`src/rtl/sr_latch_bank_sched_if.sv`:
```
// Requester-side handshake bundle for the SR latch bank scheduler.
// Requesters use the master modport and the scheduler uses the slave modport.
interface sr_latch_bank_sched_if #(
  parameter int NREQ  = 4,
  parameter int IDX_W = 3
);
  logic [NREQ-1:0]       req;
  logic [2*NREQ-1:0]     op;
  logic [IDX_W*NREQ-1:0] idx;
  logic [NREQ-1:0]       gnt;
  logic                  ack;
  logic                  err;
  logic                  busy;

  modport master (output req, op, idx, input gnt, ack, err, busy);
  modport slave  (input req, op, idx, output gnt, ack, err, busy);
endinterface

```
`src/rtl/sr_latch_bank_sched.sv`:
```
// Round-robin scheduler that turns granted set/reset/clear ops into timed S/R/En/clear
// pulse sequences on a shared SR latch bank, and keeps a shadow copy of the cell states.
module sr_latch_bank_sched #(
  parameter int NREQ      = 4,
  parameter int NLATCH    = 8,
  parameter int IDX_W     = 3,
  parameter int PULSE_CYC = 2,
  parameter int CLR_CYC   = 2
) (
  input  logic                  clk,
  input  logic                  rst_n,
  sr_latch_bank_sched_if.slave  bus,
  output logic [NLATCH-1:0]     lat_s,
  output logic [NLATCH-1:0]     lat_r,
  output logic [NLATCH-1:0]     lat_en,
  output logic                  lat_clear,
  output logic [NLATCH-1:0]     shadow_q
);
  localparam int PW = (NREQ > 1) ? $clog2(NREQ) : 1;

  localparam logic [2:0] S_IDLE  = 3'd0;
  localparam logic [2:0] S_ARB   = 3'd1;
  localparam logic [2:0] S_SETUP = 3'd2;
  localparam logic [2:0] S_PULSE = 3'd3;
  localparam logic [2:0] S_HOLD  = 3'd4;
  localparam logic [2:0] S_CLR   = 3'd5;
  localparam logic [2:0] S_DONE  = 3'd6;

  localparam logic [1:0] OP_NOP = 2'b00;
  localparam logic [1:0] OP_RST = 2'b01;
  localparam logic [1:0] OP_SET = 2'b10;
  localparam logic [1:0] OP_CLR = 2'b11;

  logic [2:0]        state_q, state_d;
  logic [3:0]        cnt_q, cnt_d;
  logic [PW-1:0]     ptr_q, ptr_d;
  logic [NREQ-1:0]   gnt_q, gnt_d;
  logic [1:0]        op_q, op_d;
  logic [IDX_W-1:0]  idx_q, idx_d;
  logic              rej_q, rej_d;
  logic [NLATCH-1:0] shadow_d;

  logic              found;
  logic [PW-1:0]     win;
  logic [1:0]        sel_op;
  logic [IDX_W-1:0]  sel_idx;
  logic              sel_rej;
  logic [NLATCH-1:0] cell_oh;
  logic              drive_sr;

  function automatic logic [PW-1:0] wrap_add(input logic [PW-1:0] a, input int unsigned b);
    int unsigned s;
    s = (32'(a) + b) % NREQ;
    return PW'(s);
  endfunction

  // Search starts at the RR pointer so the last winner has lowest priority next time.
  always_comb begin
    found   = 1'b0;
    win     = '0;
    sel_op  = OP_NOP;
    sel_idx = '0;
    for (int unsigned i = 0; i < NREQ; i++) begin
      if (!found && bus.req[wrap_add(ptr_q, i)]) begin
        found = 1'b1;
        win   = wrap_add(ptr_q, i);
      end
    end
    for (int unsigned r = 0; r < NREQ; r++) begin
      if (win == PW'(r)) begin
        sel_op  = bus.op[2*r +: 2];
        sel_idx = bus.idx[IDX_W*r +: IDX_W];
      end
    end
    sel_rej = (sel_op == OP_NOP) || (32'(sel_idx) >= 32'(NLATCH));
  end

  always_comb begin
    cell_oh = '0;
    for (int unsigned i = 0; i < NLATCH; i++) begin
      cell_oh[i] = (32'(idx_q) == i);
    end
  end

  always_comb begin
    state_d  = state_q;
    cnt_d    = cnt_q;
    ptr_d    = ptr_q;
    gnt_d    = gnt_q;
    op_d     = op_q;
    idx_d    = idx_q;
    rej_d    = rej_q;
    shadow_d = shadow_q;
    case (state_q)
      S_IDLE: if (|bus.req) state_d = S_ARB;
      S_ARB: begin
        cnt_d = '0;
        if (found) begin
          gnt_d      = '0;
          gnt_d[win] = 1'b1;
          ptr_d      = wrap_add(win, 1);
          op_d       = sel_op;
          idx_d      = sel_idx;
          rej_d      = sel_rej;
          if (sel_rej)               state_d = S_DONE;
          else if (sel_op == OP_CLR) state_d = S_CLR;
          else                       state_d = S_SETUP;
        end else begin
          state_d = S_IDLE;
        end
      end
      S_SETUP: begin
        cnt_d   = '0;
        state_d = S_PULSE;
      end
      S_PULSE: begin
        if (cnt_q == 4'(PULSE_CYC - 1)) state_d = S_HOLD;
        else                            cnt_d   = cnt_q + 4'd1;
      end
      S_HOLD: begin
        for (int unsigned i = 0; i < NLATCH; i++) begin
          if (cell_oh[i]) shadow_d[i] = (op_q == OP_SET);
        end
        state_d = S_DONE;
      end
      S_CLR: begin
        if (cnt_q == 4'(CLR_CYC - 1)) begin
          shadow_d = '0;
          state_d  = S_DONE;
        end else begin
          cnt_d = cnt_q + 4'd1;
        end
      end
      S_DONE: begin
        gnt_d   = '0;
        state_d = S_IDLE;
      end
      default: state_d = S_IDLE;
    endcase
  end

  always_ff @(posedge clk) begin
    if (!rst_n) begin
      state_q  <= S_IDLE;
      cnt_q    <= '0;
      ptr_q    <= '0;
      gnt_q    <= '0;
      op_q     <= OP_NOP;
      idx_q    <= '0;
      rej_q    <= 1'b0;
      shadow_q <= '0;
    end else begin
      state_q  <= state_d;
      cnt_q    <= cnt_d;
      ptr_q    <= ptr_d;
      gnt_q    <= gnt_d;
      op_q     <= op_d;
      idx_q    <= idx_d;
      rej_q    <= rej_d;
      shadow_q <= shadow_d;
    end
  end

  // Bank pins decode straight from registered state, so a reset edge drops them at once.
  assign drive_sr  = (state_q == S_SETUP) || (state_q == S_PULSE) || (state_q == S_HOLD);
  assign lat_s     = (drive_sr && op_q == OP_SET) ? cell_oh : '0;
  assign lat_r     = (drive_sr && op_q == OP_RST) ? cell_oh : '0;
  assign lat_en    = (state_q == S_PULSE) ? cell_oh : '0;
  assign lat_clear = (state_q == S_CLR);

  assign bus.gnt  = gnt_q;
  assign bus.ack  = (state_q == S_DONE);
  assign bus.err  = (state_q == S_DONE) && rej_q;
  assign bus.busy = (state_q != S_IDLE);
endmodule

```
`src/flat_wrapper.sv`:
```
// flat-port wrapper written by rule: the top's interface ports become plain ports
module sr_latch_bank_sched_flat 
#(
  parameter int NREQ      = 4,
  parameter int NLATCH    = 8,
  parameter int IDX_W     = 3,
  parameter int PULSE_CYC = 2,
  parameter int CLR_CYC   = 2
)
  (clk, rst_n, lat_s, lat_r, lat_en, lat_clear, shadow_q, bus_req, bus_op, bus_idx, bus_gnt, bus_ack, bus_err, bus_busy);
  sr_latch_bank_sched_if #(.NREQ(NREQ), .IDX_W(IDX_W)) bus_i ();
  input  logic clk;
  input  logic rst_n;
  output logic [NLATCH-1:0] lat_s;
  output logic [NLATCH-1:0] lat_r;
  output logic [NLATCH-1:0] lat_en;
  output logic lat_clear;
  output logic [NLATCH-1:0] shadow_q;
  input wire logic [$bits(bus_i.req)-1:0] bus_req;
  input wire logic [$bits(bus_i.op)-1:0] bus_op;
  input wire logic [$bits(bus_i.idx)-1:0] bus_idx;
  output wire logic [$bits(bus_i.gnt)-1:0] bus_gnt;
  output wire logic [$bits(bus_i.ack)-1:0] bus_ack;
  output wire logic [$bits(bus_i.err)-1:0] bus_err;
  output wire logic [$bits(bus_i.busy)-1:0] bus_busy;
  assign bus_i.req = bus_req;
  assign bus_i.op = bus_op;
  assign bus_i.idx = bus_idx;
  assign bus_gnt = bus_i.gnt;
  assign bus_ack = bus_i.ack;
  assign bus_err = bus_i.err;
  assign bus_busy = bus_i.busy;
  sr_latch_bank_sched #(.NREQ(NREQ), .NLATCH(NLATCH), .IDX_W(IDX_W), .PULSE_CYC(PULSE_CYC), .CLR_CYC(CLR_CYC)) u_core (.clk(clk), .rst_n(rst_n), .bus(bus_i), .lat_s(lat_s), .lat_r(lat_r), .lat_en(lat_en), .lat_clear(lat_clear), .shadow_q(shadow_q));
endmodule
```
`config.mk`:
```
export PLATFORM = sky130hd
export DESIGN_NAME = sr_latch_bank_sched_flat
export DESIGN_NICKNAME = d
export VERILOG_FILES = /design/src/rtl/sr_latch_bank_sched_if.sv /design/src/rtl/sr_latch_bank_sched.sv /design/src/flat_wrapper.sv
export SDC_FILE = /design/constraint.sdc
export NUM_CORES = 1
export LEC_CHECK = 0
export CAP_MARGIN = 20
export CELL_PAD_IN_SITES_DETAIL_PLACEMENT = 1
export CELL_PAD_IN_SITES_GLOBAL_PLACEMENT = 1
export CORE_AREA = 2 2 79 81
export CTS_BUF_LIST = sky130_fd_sc_hd__clkbuf_8
export DETAILED_ROUTE_END_ITERATION = 8
export DIE_AREA = 0 0 81 83
export PLACE_DENSITY_LB_ADDON = 0.1
export SLEW_MARGIN = 25
export SYNTH_ARGS = -nofsm -noshare
export SYNTH_HDL_FRONTEND = slang
export SYNTH_SLANG_ARGS = --single-unit
```
`constraint.sdc`:
```
create_clock -name clk -period 3.55 [get_ports clk]
set_input_delay 0.71 -clock clk [delete_from_list [all_inputs] [get_ports clk]]
set_output_delay 0.71 -clock clk [all_outputs]
set_load 0.005 [all_outputs]
```
==> results of run 1 <==
-- metal layers --
| layer | up-vias | wire (um) | GRT usage [%] |
|---|---|---|---|
| met1 | 928 | 2720 | 23.6 |
| met2 | 38 | 2730 | 29.2 |
| met3 | 2 | 148 | 0.978 |
| li1 | 996 | - | - |
| met5 | - | 0 | 0 |
| met4 | 0 | 41 | 3.24 |
-- state kept, by name (all words and copies together) (netlist names) --
signal           cells
u_core.rej_q         1
u_core.cnt_q         4
u_core.bus.gnt       4
u_core.state_q       3
u_core.idx_q         3
u_core.shadow_q      8
u_core.op_q          2
u_core.ptr_q         2
-- logic make-up after synthesis --
group / after synthesis
compound gates: 61
xor+xnor: 3
fa+ha+maj: 8
buf+inv: 24
flops: 27
mux: 9
simple gates: 113
-- layout make-up --
class	count	area, um2	area share (%)
clock buffers	3	41.3	1.58
clock inverters	1	7.51	0.287
inverters	12	45.0	1.72
multi-input cells	194	1170	44.7
flip-flops and latches	27	541	20.7
well taps	75	93.8	3.59
repair buffers	74	718	27.5
-- per-stage QoR --
stage          setup TNS (ns)  utilization (%)  total power, mW  setup slack [ns]  instance area, um2
5_1_grt                     0             44.9             1.62            0.0504                2610
3_3_place_gp                0             44.1             1.29            0.0472                2560
6_report                    0             44.9             1.48             0.259                2610
3_5_place_dp          -0.0491             44.1             1.30           -0.0491                2560
2_1_floorplan               0                -             1.01             0.569                1810
4_1_cts                     0             44.9             1.50             0.235                2610
-- worst max-delay path, cell delays in order --
cell             delay (ns)
clkdlybuf4s50_1        0.48
or4_1                  0.62
and3_1                 0.21
ha_1                   0.25
nand3b_1               0.17
a221oi_1               0.34
ha_1                   0.30
nor3_1                 0.21
a31oi_1                0.06
o21ai_0                0.15
-- power by group through the flow --
stage	sequential [mW]	clock, mW	combinational [mW]
5_1_grt	0.506	0.206	0.905
3_3_place_gp	0.492	0	0.799
3_5_place_dp	0.492	0	0.810
6_report	0.486	0.186	0.806
2_1_floorplan	0.439	0	0.576
4_1_cts	0.485	0.195	0.817
-- final timing paths --
kind	slack [ns]	cells past startpoint	to
worst max-delay path	0.26	10	u_core.state_q[2]
worst min-delay path	0.47	2	u_core.bus.gnt[2]
worst max register to register	0.92	11	u_core.state_q[2]
worst min register to register	0.47	2	u_core.bus.gnt[2]
-- cells in the mapped netlist (3+ instances only) --
| library cell | count |
|---|---|
| clkbuf_1 | 5 |
| nor2_1 | 32 |
| a21oi_1 | 17 |
| a211o_1 | 3 |
| nor3_1 | 4 |
| a221oi_1 | 4 |
| or3_1 | 4 |
| inv_1 | 12 |
| nand2_1 | 39 |
| or3b_1 | 3 |
| a21boi_1 | 3 |
| nand3_1 | 6 |
| a31oi_1 | 8 |
| dfxtp_1 | 27 |
| nor2b_1 | 5 |
| nand3b_1 | 7 |
| a211oi_1 | 4 |
| o21ai_0 | 10 |
| ha_1 | 8 |
| buf_2 | 5 |
| mux2i_1 | 8 |
==> results by group, run 1 <==
Floorplan
  • Die W: between 80 and 90 um
  • Rows: 28
  • Die H: 83 um
  • Die area: 6720 um2
  • IO Count: 66
  • CORE AREA: ~5800 um2
  • Initial core utilization: 31.2%

Power and ir drop
  • Sw power: between 0.6 and 0.7 mW
  • Switching Fraction: a little over two fifths
  • Clock share of power: roughly 13%
  • Sequential Power Share: about a third
  • Combinational power share: between 50% and 60%
  • Pleak: 0.951 nW
  • Power density over the cells: 565 nW/um2
  • Internal power: approximately 0.83 mW
  • IR drop worst, VDD: 0.000224 V

Final layout
  • Nets: around 350
  • ANT cells: 0
  • Synthesis-to-layout area growth: 44.3%
  • Post-Layout Cell Count: around 390
  • Most frequent cells in the layout: 65 x clkdlybuf4s50_1, 39 x nand2_1, 32 x nor2_1, 27 x dfxtp_1, 17 x a21oi_1
  • # fillers: ~750
  • Fraction of layout cells with a size suffix above 1: between 5 and 6%
  • Most common cell after layout, fill and taps aside: clkdlybuf4s50_1

Logic synthesis
  • Synthesized-area fraction occupied by adder cells: about 5.5%
  • Syn Nets: around 280
  • Netlist Area Pre-Place: 1810 um2
  • Simple-gate share of the synthesized area: between 30 and 40%
  • Synthesis Warnings: 0
  • Syn avg cell area: 7.39 um2
  • Fraction of synthesized area in multiplexers: roughly 5.0%
  • Top post-synthesis cells by area: dfxtp_1 30%, nand2_1 8.1%, nor2_1 6.6%, ha_1 5.5%, a21oi_1 4.7%
  • Ys flop type: dfxtp_1
  • Syn Inst Count: approximately 250
  • EDFF count, synth: 0
  • Asr flop ratio synth: 0%
  • Synth Area in XOR/XNOR: under 10%
  • Top cell type's share of synthesized area: just under 30%
  • Yosys reg bits: 27
  • Seq/Total Area, Yosys: between 20% and 30%
  • Complex-gate fraction of the synthesized area: 21.8%
  • Post-synthesis cell type count: 45
  • Post-synth top area cell: dfxtp_1
  • Largest family of logic cells by synthesized area: simple AND/OR/NAND/NOR gates

Timing
  • Slew HR: about 56%
  • Slew Viols, Final: 0
  • Final setup violation count: 0
  • Hold Vio Cnt, Final: 0
  • Worst Tran Pin Value: 0.662 ns
  • Worst-case hold slack: 0.467 ns
  • Crit path time final: 3.29 ns
  • Final worst path period share: ~93%
  • RSZ-0062 raised after global routing: no
  • FMAX: 0.304 GHz
  • Clk_skew: slightly below 0.004 ns

CTS
  • Worst skew pair latency: about 0.27 ns
  • Reg clk slew, reported paths: around 0.11 ns
  • Post-CTS Hold Buffers: 0
  • Cts bufs inserted: 3
  • Clock buffer depth: 2
  • H-tree Lvls: 1
  • Clk root buf: clkbuf_8
  • CTS tree: yes
  • Setup Fix Bufs, Post-CTS: 0
  • CTS resizes: 0
  • CTS sink count: 27

Placement
  • Port buffer count: between 60 and 70
  • Hpwl dp: around 4.4 mm
  • Placed Cells: 382
  • GPL Wtd Cong: ~0.82

Drt
  • Pre-antenna DRT Iters: 4
  • Remaining DRCs: 0
  • DR WL/cell: between 10 and 15 um
  • Antenna-violating nets left: 0
  • Initial DRC count: 93
  • Via/cell ratio: a little over 5
  • Via count: around 2,000
  • Routed WL: around 5.6 mm

Flow run
  • Max capacitance violation total: 0

Setup path
  • Critical Path RT: between 3 and 4 ns
  • Nature of the critical path endpoint: flip-flop
  • Worst-path fanout max: 5
  • Crit Path Class: input pin to flip-flop
  • Worst Setup Start Kind: input pin
  • Setup crit start: bus_req[1]
  • Reg2reg start: u_core.ptr_q[0]
  • WP data arrival: between 3 and 4 ns

Worst hold path
  • Source of the worst hold timing path: u_core.bus.gnt[2]
  • HP Class: flip-flop to flip-flop

GRT
  • First-pass GRT wire length: 9.40 mm
  • Initial antenna violation count: 0
  • Total Routing Usage GR: between 15 and 20%
  • Largest net degree at the start of global routing: 26
  • Vias in the first global route: ~1,900
  • Grt ovf: 0

Status
  • Status: completed
Note: power is estimated with default switching activity, not from simulation.
==> inputs of run 2 (changes only) <==
--- a/constraint.sdc
+++ b/constraint.sdc
@@ -3,2 +3,2 @@
 set_output_delay 0.71 -clock clk [all_outputs]
-set_load 0.005 [all_outputs]
+set_load 0.02 [all_outputs]
==> run 2 against run 1 <==
Effect of this change:
- total power grew 4.4%
- largest power group unchanged
- design area increased by 0.57%
- fmax shrank 0.42%
- highest routed layer unchanged
- critical path depth stayed put
- non-clock buffer count grew 2
- cell count up 0.52%
- routed wire length is 0.94% higher
- clock power up 6%
- sequential cell count is the same
- sequential power is 6.2% lower
- worst hold slack better by 0.0027 ns
- global-route usage grew 0.43 points
- critical endpoint unchanged
==> results by group, run 2 (synthesis gave the netlist of run 1 again) <==
Setup path
  • Reg2reg start: u_core.ptr_q[0]
  • Crit Path Class: input pin to flip-flop
  • Worst-path fanout max: 5 (unchanged)
  • Nature of the critical path endpoint: flip-flop
  • Worst setup path end: u_core.state_q[2]
  • R2r worst-path depth: 11 (unchanged)
  • Cells along the critical path: clkdlybuf4s50_1 > or4_1 > and3_1 > ha_1 > nand3b_1 > a221oi_1 > ha_1 > nor3_1 > a31oi_1 > o21ai_0
  • Setup crit start: bus_req[1]
  • WP data arrival: 3.52 ns (+0.02 ns)
  • Crit-path max cell delay: 0.61 ns (about the same)
  • R2R Setup Slk: 0.90 ns (-0.02 ns)
  • Critical Path RT: 3.77 ns (about the same)
  • Reg-to-Reg End: u_core.state_q[2]
  • Crit-path slowest cell: or4_1
  • Worst Setup Start Kind: input pin
  • CP most frequent cell: ha_1

CTS
  • CTS sink count: 27 (unchanged)
  • CTS tree: yes
  • Cts bufs inserted: 3 (unchanged)
  • Post-CTS Hold Buffers: 0 (unchanged)
  • Reg clk slew, reported paths: 0.11 ns (about the same)
  • CTS resizes: 0 (unchanged)
  • Setup Fix Bufs, Post-CTS: 0 (unchanged)
  • Clock buffer depth: 2 (unchanged)
  • Clk root buf: clkbuf_8
  • Worst skew pair latency: 0.29 ns (+0.02 ns)
  • H-tree Lvls: 1 (unchanged)

Final layout
  • Post-layout util: 45.2% (+0.26 points)
  • Synthesis-to-layout area growth: 45.1%
  • Final Cell Area: 2630 um2 (+0.57%)
  • Post-Layout Cell Count: 388 (+0.52%)
  • Most common cell after layout, fill and taps aside: clkdlybuf4s50_1
  • Nets: 348 (+0.58%)
  • Fraction of layout cells with a size suffix above 1: 6.39% (+0.60 points)
  • Biggest register: u_core.shadow_q
  • Number of flip-flops in the largest register: 8 (unchanged)
  • ANT cells: 0 (unchanged)
  • Most frequent cells in the layout: 65 x clkdlybuf4s50_1, 39 x nand2_1, 32 x nor2_1, 27 x dfxtp_1, 17 x a21oi_1

Floorplan
  • Die area: 6720 um2 (unchanged)
  • Die H: 83 um (unchanged)
  • Die W: 81 um (unchanged)
  • Initial core utilization: 31.2% (unchanged)
  • IO Count: 66 (unchanged)
  • CORE AREA: 5820 um2 (unchanged)
  • Rows: 28 (unchanged)

Timing
  • Final worst path period share: 93.1% (+0.40 points)
  • Hold Vio Cnt, Final: 0 (unchanged)
  • Crit path time final: 3.31 ns (+0.0140 ns)
  • Clk_skew: 0.00189 ns (-0.00205 ns)
  • FMAX: 0.303 GHz (-0.42%)
  • Final setup violation count: 0 (unchanged)
  • RSZ-0062 raised after global routing: no
  • Worst Tran Pin Value: 0.625 ns (-0.0370 ns)
  • Slew Viols, Final: 0 (unchanged)
  • Slew HR: 58.3% (+2.5 points)
  • Setup ws final: 0.245 ns (-0.0140 ns)
  • Setup TNS: 0 ns (unchanged)

Flow run
  • Max capacitance violation total: 0 (unchanged)

GRT
  • Grt ovf: 0 (unchanged)
  • Initial antenna violation count: 0 (unchanged)
  • Total Routing Usage GR: 17.5% (+0.43 points)
  • Largest net degree at the start of global routing: 26 (unchanged)
  • Vias in the first global route: 1,997 (+5.7%)
  • First-pass GRT wire length: 9.56 mm (+1.6%)

Drt
  • Remaining DRCs: 0 (unchanged)
  • DR WL/cell: 14.7 um (+0.42%)
  • Pre-antenna DRT Iters: 4 (unchanged)
  • Initial DRC count: 67 (-28%)
  • Antenna-violating nets left: 0 (unchanged)
  • Via/cell ratio: 5.18 (+1.7%)
  • Via count: 2,008 (+2.2%)
  • Routed WL: 5.69 mm (+0.94%)

Placement
  • Place WS: -0.0601 ns (-0.0109 ns)
  • Port buffer count: 65 (unchanged)
  • Placed Cells: 384 (+0.52%)
  • GPL Wtd Cong: 0.797 (-2.3%)
  • DP Area: 2580 um2 (+0.59%)
  • Hpwl dp: 4.43 mm (-0.23%)

Status
  • Status: completed

Worst hold path
  • Hold Path Stages: 2 (unchanged)
  • HP Class: flip-flop to flip-flop

Power and ir drop
  • IR drop worst, VDD: 0.000267 V (+19%)
  • Power density over the cells: 587 nW/um2 (+3.8%)
  • Pleak: 0.962 nW (+1.1%)
run 2: changes by cell type in the layout (fill, tap and decap cells not counted), sizes merged:
cell  previous run  this run
buf              9        11
run 2: worst min-delay path by stage:
stage	startpoint	end	slack (ns)
2_1_floorplan	u_core.rej_q	u_core.rej_q	0.43
3_3_place_gp	u_core.shadow_q[1]	u_core.shadow_q[1]	0.44
3_5_place_dp	u_core.shadow_q[7]	u_core.shadow_q[7]	0.45
4_1_cts	u_core.shadow_q[7]	u_core.shadow_q[7]	0.47
5_1_grt	u_core.shadow_q[3]	u_core.shadow_q[3]	0.49
6_report	u_core.shadow_q[7]	u_core.shadow_q[7]	0.47
run 2: power breakdown:
group | leakage (nW) | switching [mW] | internal [mW]
registers | 0.220 | 0.0835 | 0.373
clock network | 0.0217 | 0.117 | 0.0802
logic | 0.720 | 0.493 | 0.396
total | 0.962 | 0.694 | 0.849
run 2: through the flow:
stage	power (mW)	hold WS (ns)
detailed placement	1.35	0.450
floorplan	1.05	0.430
finish	1.54	0.470
global placement	1.34	0.442
global route	1.68	0.488
CTS	1.56	0.471
run 2: worst max-delay path, delay by kind of cell:
kind,cells,cell delay [ns]
AND/OR/NAND/NOR,4,1.19
AO/OA/AOI/OAI,3,0.58
adder cells (fa/ha/maj),2,0.56
buffers and inverters,1,0.48
run 2: per-layer routing:
metal | up-vias | GRT usage (%) | routed length [um]
met5 | - | 0 | 0
met4 | 0 | 5.08 | 72
met3 | 5 | 1.52 | 209
met2 | 45 | 30.2 | 2680
met1 | 964 | 22.8 | 2730
li1 | 994 | - | -
run 2: layout make-up:
class                           instances  area (um2)
Multi-Input combinational cell        194        1170
Timing Repair Buffer                   76         733
Tap cell                               75        93.8
Clock buffer                            3        41.3
Clock inverter                          1        7.51
Inverter                               12        45.0
Fill cell                             740        3190
Sequential cell                        27         541
